**src/rtl/i2s_tdm_rx_if.sv**
```systemverilog
// i2s_tdm_rx_if: serial-audio input pins and parallel word outputs.
// master drives the serial side, slave is the receiver.
interface i2s_tdm_rx_if #(
    parameter int BITS_PRECISION = 24,
    parameter int CHANNELS       = 2
);
    localparam int CH_W = $clog2(CHANNELS);

    logic                      ws;
    logic                      sd;
    logic                      lj_mode;
    logic [BITS_PRECISION-1:0] data_in;
    logic [CH_W-1:0]           channel;
    logic                      left_rightn;
    logic                      data_en;
    logic                      frame_err;
    logic                      locked;

    modport master (
        output ws, sd, lj_mode,
        input  data_in, channel, left_rightn,
        input  data_en, frame_err, locked
    );

    modport slave (
        input  ws, sd, lj_mode,
        output data_in, channel, left_rightn,
        output data_en, frame_err, locked
    );
endinterface

```
**src/rtl/i2s_tdm_rx.sv**
```systemverilog
// i2s_tdm_rx: N-slot TDM / I2S serial audio receiver.
// Locks on falling ws and delivers one word per slot tagged with its index.
module i2s_tdm_rx #(
    parameter int BITS_PRECISION = 24,
    parameter int SLOT_BITS      = 32,
    parameter int CHANNELS       = 2
) (
    input  logic        sck,
    input  logic        rst,
    i2s_tdm_rx_if.slave bus
);
    localparam int CH_W = $clog2(CHANNELS);
    localparam int BW   = $clog2(SLOT_BITS);

    localparam logic [BW-1:0]   BIT_LAST  = BW'(SLOT_BITS - 1);
    localparam logic [BW-1:0]   BIT_LSB   = BW'(BITS_PRECISION - 1);
    localparam logic [CH_W-1:0] SLOT_LAST = CH_W'(CHANNELS - 1);

    typedef enum logic {HUNT, RUN} state_t;

    state_t state_q, state_d;

    logic                      ws_d;
    logic                      lj_q, lj_d;
    logic [BW-1:0]             bit_cnt, bit_nx, bi;
    logic [CH_W-1:0]           slot_cnt, slot_nx, si;
    logic [BITS_PRECISION-1:0] sh, sh_nx, data_q;
    logic [CH_W-1:0]           chan_q;
    logic                      lr_q, en_q, err_q, lock_q;
    logic                      fe, at_end, early, missing;
    logic                      hunt_edge, run_samp, samp, word;

    // at_end marks the cycle E+F where the next frame edge must land
    assign fe        = ws_d & ~bus.ws;
    assign at_end    = lj_q ? (bit_cnt == '0 && slot_cnt == '0)
                            : (bit_cnt == BIT_LAST && slot_cnt == SLOT_LAST);
    assign hunt_edge = (state_q == HUNT) && fe;
    assign early     = (state_q == RUN) && fe && !at_end;
    assign missing   = (state_q == RUN) && !fe && at_end;
    assign run_samp  = (state_q == RUN) && !early && !(missing && lj_q);

    always_ff @(posedge sck or negedge rst) begin
        if (!rst) state_q <= HUNT;
        else      state_q <= state_d;
    end

    always_comb begin
        state_d = state_q;
        unique case (state_q)
            HUNT:    if (hunt_edge) state_d = RUN;
            RUN:     if (missing) state_d = HUNT;
            default: state_d = HUNT;
        endcase
    end

    // Resync in LJ samples the edge cycle itself; in I2S it is skipped
    always_comb begin
        lj_d = lj_q;
        samp = 1'b0;
        bi   = '0;
        si   = '0;
        unique case (1'b1)
            hunt_edge, early: begin
                lj_d = bus.lj_mode;
                samp = bus.lj_mode;
            end
            run_samp: begin
                samp = 1'b1;
                bi   = bit_cnt;
                si   = slot_cnt;
            end
            default: ;
        endcase

        bit_nx  = '0;
        slot_nx = '0;
        if (samp) begin
            bit_nx  = (bi == BIT_LAST) ? '0 : bi + 1'b1;
            slot_nx = (bi != BIT_LAST)  ? si
                    : (si == SLOT_LAST) ? '0 : si + 1'b1;
        end

        sh_nx = sh;
        if (samp && int'(bi) < BITS_PRECISION)
            sh_nx = BITS_PRECISION'({sh, bus.sd});
        word = samp && (bi == BIT_LSB);
    end

    always_ff @(posedge sck or negedge rst) begin
        if (!rst) begin
            ws_d     <= 1'b0;
            lj_q     <= 1'b0;
            bit_cnt  <= '0;
            slot_cnt <= '0;
            sh       <= '0;
            data_q   <= '0;
            chan_q   <= '0;
            lr_q     <= 1'b0;
            en_q     <= 1'b0;
            err_q    <= 1'b0;
            lock_q   <= 1'b0;
        end else begin
            ws_d     <= bus.ws;
            lj_q     <= lj_d;
            bit_cnt  <= bit_nx;
            slot_cnt <= slot_nx;
            sh       <= sh_nx;
            en_q     <= word;
            err_q    <= early || missing;
            lock_q   <= (state_d == RUN);
            if (word) begin
                data_q <= sh_nx;
                chan_q <= si;
                lr_q   <= (si == '0);
            end
        end
    end

    assign bus.data_in     = data_q;
    assign bus.channel     = chan_q;
    assign bus.left_rightn = lr_q;
    assign bus.data_en     = en_q;
    assign bus.frame_err   = err_q;
    assign bus.locked      = lock_q;
endmodule

```
**src/flat_wrapper.sv**
```systemverilog
// flat-port wrapper written by rule: the top's interface ports become plain ports
module i2s_tdm_rx_flat 
#(
    parameter int BITS_PRECISION = 24,
    parameter int SLOT_BITS      = 32,
    parameter int CHANNELS       = 2
)
  (sck, rst, bus_ws, bus_sd, bus_lj_mode, bus_data_in, bus_channel, bus_left_rightn, bus_data_en, bus_frame_err, bus_locked);
  i2s_tdm_rx_if #(.BITS_PRECISION(BITS_PRECISION), .CHANNELS(CHANNELS)) bus_i ();
  input  logic sck;
  input  logic rst;
  input wire logic [$bits(bus_i.ws)-1:0] bus_ws;
  input wire logic [$bits(bus_i.sd)-1:0] bus_sd;
  input wire logic [$bits(bus_i.lj_mode)-1:0] bus_lj_mode;
  output wire logic [$bits(bus_i.data_in)-1:0] bus_data_in;
  output wire logic [$bits(bus_i.channel)-1:0] bus_channel;
  output wire logic [$bits(bus_i.left_rightn)-1:0] bus_left_rightn;
  output wire logic [$bits(bus_i.data_en)-1:0] bus_data_en;
  output wire logic [$bits(bus_i.frame_err)-1:0] bus_frame_err;
  output wire logic [$bits(bus_i.locked)-1:0] bus_locked;
  assign bus_i.ws = bus_ws;
  assign bus_i.sd = bus_sd;
  assign bus_i.lj_mode = bus_lj_mode;
  assign bus_data_in = bus_i.data_in;
  assign bus_channel = bus_i.channel;
  assign bus_left_rightn = bus_i.left_rightn;
  assign bus_data_en = bus_i.data_en;
  assign bus_frame_err = bus_i.frame_err;
  assign bus_locked = bus_i.locked;
  i2s_tdm_rx #(.BITS_PRECISION(BITS_PRECISION), .SLOT_BITS(SLOT_BITS), .CHANNELS(CHANNELS)) u_core (.sck(sck), .rst(rst), .bus(bus_i));
endmodule
```
**config.mk**
```make
export PLATFORM = sky130hd
export DESIGN_NAME = i2s_tdm_rx_flat
export DESIGN_NICKNAME = d
export VERILOG_FILES = /design/src/rtl/i2s_tdm_rx_if.sv /design/src/rtl/i2s_tdm_rx.sv /design/src/flat_wrapper.sv
export SDC_FILE = /design/constraint.sdc
export NUM_CORES = 1
export LEC_CHECK = 0
export CAP_MARGIN = 20
export CORE_MARGIN = 8
export CORE_UTILIZATION = 59
export DETAILED_ROUTE_END_ITERATION = 10
export PLACE_DENSITY_LB_ADDON = 0.3
export SLEW_MARGIN = 20
export SYNTH_ARGS = -nofsm -noshare
export SYNTH_HDL_FRONTEND = slang
export SYNTH_SLANG_ARGS = --single-unit
export TNS_END_PERCENT = 50
```
**constraint.sdc**
```tcl
create_clock -name sck -period 6.6 [get_ports sck]
set_clock_uncertainty 0.05 [all_clocks]
set_input_delay 0.99 -clock sck [delete_from_list [all_inputs] [get_ports sck]]
set_output_delay 0.99 -clock sck [all_outputs]
set_load 0.02 [all_outputs]
```
==> flow_summary.yaml, run 1 <==
logic_synthesis:
  synth_xor_area_frac: 0.00663
  syn-num-nets: 223
  syn_area_per_cell_um2: 12.2
  ys.flop_type: "dfrtp_1"
  ys_seq_elements: 60
  synthArstFlopShare: 1.00
  synthesis.area_um2: 2640
  syn_inst: 216
  synth-compound-area-share: 0.159
  synth.area.mux_share: 0.103
  ys_seq_area_frac: 0.568
  yosys.area_share.simple: 0.0734
  synth-edff-count: 0
  yosys.area_share.adder: 0.00947
  yosys_warnings: 0
  synth_top_family_by_area: "compound AO/OA/AOI/OAI gates"
  ys_types: 36
pwr:
  swShare: 0.293
  max-vdd-ir-drop_uv: 285
  power_switching_w: 0.000315
  p_int_w: 0.000759
  p_per_area_nw_per_um2: 343
  leakagePower_nw: 1.54
  clkPwrFrac: 0.297
  pwr-share-comb: 0.254
  seq_power_share: 0.449
cts:
  clkTransAtPathRegs_ns: 0.06
  cts_sinks: 60
  ctsResizeCount: 0
  cts_made_buffers: 9
  ctsHoldBuffers: 0
  cts_setup_buffers: 0
  cts_max_level: 3
  insertion_delay_ns: 0.32
  cts_tree: "built"
  root_buffer: "clkbuf_8"
  cts_max_path_buffers: 2
global_routing:
  gr-max-usage-layer: "met2"
  grt_max_degree: 61
  grt_pass1_wl_mm: 7.96
  grt_antenna_before_repair: 0
  grt_pass1_vias: 1758
  met2_usage: 0.204
  grt.overflow.total: 0
  grtUsageTotal: 0.140
  gr-usage-met3: 0.0557
  grt_util_met1: 0.173
detailed_routing:
  drt_wl_total_mm: 4.54
  drtIter0Drc: 91
  first_pass_iters: 4
  ant_nets: 0
  dr_total_vias: 1675
  vias_per_cell: 5.47
  drc: 0
  wl_per_cell_um: 14.8
floorplanning:
  design.core.area_um2: 4320
  die_h_um: 82.9
  die_w_um: 82.9
  rows: 24
  fp.dieArea_um2: 6880
  pin_count: 34
  start_util: 0.611
placed_design:
  dp_hpwl_mm: 2.89
  globalplace.congestion: 0.840
  place_area_um2: 2940
  dp_cells: 292
  portBuffers: 33
sta:
  hold_viol_final: 0
  finalCriticalPeriod_ns: 3.31
  rsz0062_at_grt: "false"
  finalSetupViolCount: 0
  timing.fmax_ghz: 0.302
  min_period_over_period: 0.502
  slew_violations: 0
  fin_setup_tns_ns: 0
  slew_headroom: 0.299
  tightestPinTransition_ns: 1.05
run_status:
  status: "finished clean"
final_layout:
  nets: 258
  fin_cells: 306
  drive_above_1_share: 0.157
  diodes: 0
  stdcell_area_um2: 3130
  area_delta_synth_final_pct: 18.5
worst_setup_path:
  required_ns: 6.76
  crit_family: "simple AND/OR/NAND/NOR gates"
  cp_cell_sequence: "clkdlybuf4s50_1, nand2b_1, nand3_1, o211a_1, and2_1, ha_1, and4_4, mux2_2"
  slowest_stage: "and4_4"
  max_stage_delay_ns: 0.55
  arrival_ns: 3.47
  path_buf_inv: 1
  cp-start-kind: "input port"
  cp_max_fo: 27
  crit_type: "in2reg"
  critPathCaptureType: "register"
min_path:
  hold_class: "reg2reg"
flow_run:
  maxCapViolCount: 0
==> cell usage in the layout (no fill, tap or decap), drive strengths merged <==
cell,n
a21bo,23
nand3b,2
clkdlybuf4s50,32
and2,3
nor3,1
mux2i,26
o2bb2ai,1
nand2b,1
dfrtp,60
buf,3
a21o,1
xor2,1
nor2,3
clkinv,1
bufinv,1
mux2,1
nand2,7
nor3b,3
o211a,1
o21ai,25
a21oi,5
clkbuf,12
nand3,2
ha,2
nand4b,1
xnor2,1
a31oi,1
inv,28
nor2b,3
and4,2
nor4b,1
==> logic make-up (layout without fill, tap and decap cells) <==
| family | after synthesis | count (layout) |
|---|---|---|
| buf+inv | 39 | 77 |
| fa+ha+maj | 2 | 2 |
| mux | 27 | 27 |
| flops | 60 | 60 |
| simple gates | 29 | 29 |
| xor+xnor | 2 | 2 |
| compound gates | 57 | 57 |
==> registers in the layout, summed over array words and instances (netlist names) <==
register,count
u_core.bus.frame_err,1
u_core.bus.channel,1
u_core.bus.data_in,24
u_core.ws_d,1
u_core.slot_cnt,1
u_core.sh,23
u_core.state_q,1
u_core.lj_q,1
u_core.bit_cnt,5
u_core.bus.left_rightn,1
u_core.bus.data_en,1
==> power by group through the flow <==
stage               registers [W]  logic, W  clock network, W
finish                   0.000482  0.000272          0.000319
global route             0.000492  0.000303          0.000343
CTS                      0.000482  0.000275          0.000326
detailed placement       0.000486  0.000273                 0
global placement         0.000483  0.000265                 0
floorplan                0.000483  0.000214                 0
==> through the flow <==
stage          setup WS, ns  power [W]  hold WS, ns  utilization
2_1_floorplan          3.84   0.000697        0.391            -
3_3_place_gp           3.01   0.000748        0.405        0.681
3_5_place_dp           2.94   0.000759        0.408        0.681
4_1_cts                3.27    0.00108        0.425        0.725
5_1_grt                3.17    0.00114        0.442        0.725
6_report               3.29    0.00107        0.427        0.725
==> synthesized netlist by cell type, drive strengths merged, types with 2 or more instances <==
master	count	share of area
nand2	7	0.0099
and4	2	0.0076
and2	3	0.0071
dfrtp	60	0.57
inv	28	0.040
a21bo	23	0.087
nand3b	2	0.0057
a21oi	5	0.0095
nor3b	3	0.010
nor2	3	0.0052
ha	2	0.0095
nor2b	3	0.0071
nand3	2	0.0038
mux2i	26	0.098
buf	8	0.036
o21ai	25	0.047
clkbuf	3	0.0052
==> worst register-to-register path, stage by stage, from the launching register on <==
cell and delay, ns:
dfrtp_1 0.46, nor4b_4 0.37, o2bb2ai_2 0.23, o211a_1 0.41, and2_1 0.19, ha_1 0.22
and4_4 0.55, mux2_2 0.39
==> path summary, 6_finish.rpt <==
path | start | to | slack [ns] | depth (start not counted)
setup / recovery | bus_ws | u_core.bus.left_rightn$_DFFE_PN0P_ | 3.29 | 8
hold / removal | u_core.sh[5]$_DFF_PN0_ | u_core.sh[5]$_DFF_PN0_ | 0.43 | 1
setup reg to reg | u_core.bit_cnt[2]$_DFF_PN0_ | u_core.bus.left_rightn$_DFFE_PN0P_ | 3.62 | 7
hold reg to reg | u_core.sh[5]$_DFF_PN0_ | u_core.sh[5]$_DFF_PN0_ | 0.43 | 1
max in group asynchronous | rst | u_core.bus.data_in[2]$_DFFE_PN0P_ | 5.25 | 2
min in group asynchronous | rst | u_core.ws_d$_DFF_PN0_ | 0.74 | 2
==> per-layer routing <==
layer	wire, µm	share of wire
met5	0	0
met4	56	0.012
met3	232	0.051
met2	2040	0.45
met1	2210	0.49
==> cell type report <==
type,instances,area (µm²)
sequential,60,1500
fill,322,1190
multi-input combinational,117,931
timing repair buffer,35,340
clock buffer,12,155
inverter,28,105
tap,52,65.1
clock inverter,2,35.0
Power figures use the tool's default switching activity.
==> inputs of run 2 (changes only) <==
Settings changed: CORE_UTILIZATION 59 to 49.
Clock period 6.6 ns to 3 ns, I/O delays scaled along.
==> run 2 against run 1 <==
Net effect:
- sequential power is 120% higher
- clock power is 150% higher
- first-iteration DRC count is 48% lower
- design area is 3.3% higher
- setup slack worse by 2.9 ns
- worst hold slack worse by 0.22 ns
- core utilization is 9.9 points lower
- final cell count is 8.2% higher
- via count is 1.3% lower
- critical path type is now reg2reg
- critical endpoint is now u_core.bus.data_in[17]$_DFFE_PN0P_
==> flow_summary.yaml, run 2 (synthesis gave the netlist of run 1 again) <==
detailed_routing:
  drc: 0
  wl_per_cell_um: 14.4
  drtIter0Drc: 47
  first_pass_iters: 4
  vias_per_cell: 5.00
  ant_nets: 0
  drt_wl_total_mm: 4.77
  dr_total_vias: 1654
worst_setup_path:
  critPathCaptureType: "register"
  crit_type: "reg2reg"
  r2r_end: "u_core.bus.data_in[17]$_DFFE_PN0P_"
  cp_max_fo: 12
  worstRegToRegCells: 8
  rrSetupSlack_ns: 0.34
  cp-start-kind: "register"
  critPathLaunch: "u_core.bit_cnt[2]$_DFF_PN0_"
  arrival_ns: 2.86
  r2r-start: "u_core.bit_cnt[2]$_DFF_PN0_"
  endpoint: "u_core.bus.data_in[17]$_DFFE_PN0P_"
  required_ns: 3.20
sta:
  slew_headroom: 0.405
  fin_setup_tns_ns: 0
  hold_viol_final: 0
  setup_slack_ns: 0.339
  finalCriticalPeriod_ns: 2.66
  rsz0062_at_grt: "false"
  hold_slack_ns: 0.208
  tightestPinTransition_ns: 0.892
  finalSetupViolCount: 0
  min_period_over_period: 0.887
  timing.fmax_ghz: 0.376
  slew_violations: 0
flow_run:
  maxCapViolCount: 0
floorplanning:
  design.core.area_um2: 5170
  die_w_um: 89.5
  die_h_um: 89.5
  rows: 26
  fp.dieArea_um2: 8000
  pin_count: 34
  start_util: 0.511
pwr:
  p_per_area_nw_per_um2: 756
  max-vdd-ir-drop_uv: 530
  p_int_w: 0.00173
  seq_power_share: 0.432
  power_switching_w: 0.000719
  leakagePower_nw: 1.58
  swShare: 0.294
  pwr-share-comb: 0.247
  clkPwrFrac: 0.320
  fin_total_pwr_w: 0.00245
placed_design:
  dp_hpwl_mm: 3.19
  globalplace.congestion: 0.777
  pre_cts_ws_ns: 0.204
  portBuffers: 33
  dp_cells: 315
final_layout:
  drive_above_1_share: 0.184
  multi_input_area_um2: 931
  nets: 263
  fillers: 414
  diodes: 0
  fin_cells: 331
  largest_reg_flops: 24
  area_delta_synth_final_pct: 22.4
  layout.area.seq_um2: 1500
  final_common_cell: "dfrtp_1"
  mostFrequentLayoutCells: "dfrtp_1 (60), clkdlybuf4s50_1 (32), inv_1 (28), mux2i_1 (26), o21ai_0 (25)"
cts:
  cts_sinks: 60
  insertion_delay_ns: 0.33
  clkTransAtPathRegs_ns: 0.06
  cts_max_path_buffers: 2
  cts_setup_buffers: 0
  cts_tree: "built"
  cts_max_level: 3
  ctsHoldBuffers: 0
  cts_made_buffers: 9
  ctsResizeCount: 0
  root_buffer: "clkbuf_8"
global_routing:
  grt_pass1_vias: 1790
  grt_max_degree: 61
  grt.overflow.total: 0
  grt_pass1_wl_mm: 8.24
  grt_antenna_before_repair: 0
  grtUsageTotal: 0.134
run_status:
  status: "finished clean"
min_path:
  hold_class: "in2async"
-- run 2: cell types whose count changed in the layout (fill, tap and decap cells not counted), sizes merged --
cell,change
buf,+5
clkbuf,+1
clkinvlp,+1
-- run 2: how the worst min path moves through the flow --
stage                       startpoint                           endpoint  depth (start not counted)
2_1_floorplan                      rst        u_core.bit_cnt[0]$_DFF_PN0_                          0
3_3_place_gp    u_core.sh[4]$_DFF_PN0_             u_core.sh[4]$_DFF_PN0_                          1
3_5_place_dp   u_core.sh[22]$_DFF_PN0_            u_core.sh[22]$_DFF_PN0_                          1
4_1_cts                            rst  u_core.bus.data_in[5]$_DFFE_PN0P_                          2
5_1_grt                            rst  u_core.bus.data_in[5]$_DFFE_PN0P_                          2
6_report                           rst        u_core.bit_cnt[1]$_DFF_PN0_                          2
-- run 2: final cells by class --
cell class	instances	share of cell area
clock buffers	13	0.0553
well taps	70	0.0271
inverters	28	0.0325
multi-input cells	117	0.288
repair buffers	40	0.121
flip-flops and latches	60	0.464
clock inverters	3	0.0131
-- run 2: worst max-delay path, cell delays in order, from the launching register on --
cell       delay [ns]
dfrtp_1          0.46
nor4b_4          0.37
o2bb2ai_2        0.22
o211a_1          0.39
and2_1           0.18
ha_1             0.22
and4_4           0.27
buf_4            0.21
mux2i_1          0.20
-- run 2: power by group through the flow --
stage               Sequential (W)  Clock [W]  Combinational, W
floorplan                  0.00106          0          0.000470
global placement           0.00106          0          0.000596
detailed placement         0.00107          0          0.000613
CTS                        0.00106   0.000800          0.000614
global route               0.00108   0.000826          0.000676
finish                     0.00106   0.000784          0.000606
-- run 2: routing by layer --
layer	track usage	vias to the layer above	wire [µm]
met2	0.210	35	2160
met4	0.0589	0	64
met1	0.165	810	2280
met3	0.0423	7	267
li1	-	802	-
met5	0	-	0
-- run 2: per-stage QoR --
stage	cell area (µm²)	utilization
after CTS	3240	0.626
final	3240	0.626
after global routing	3240	0.626
after floorplan	2640	-
after detailed placement	3020	0.583
after global placement	3020	0.583
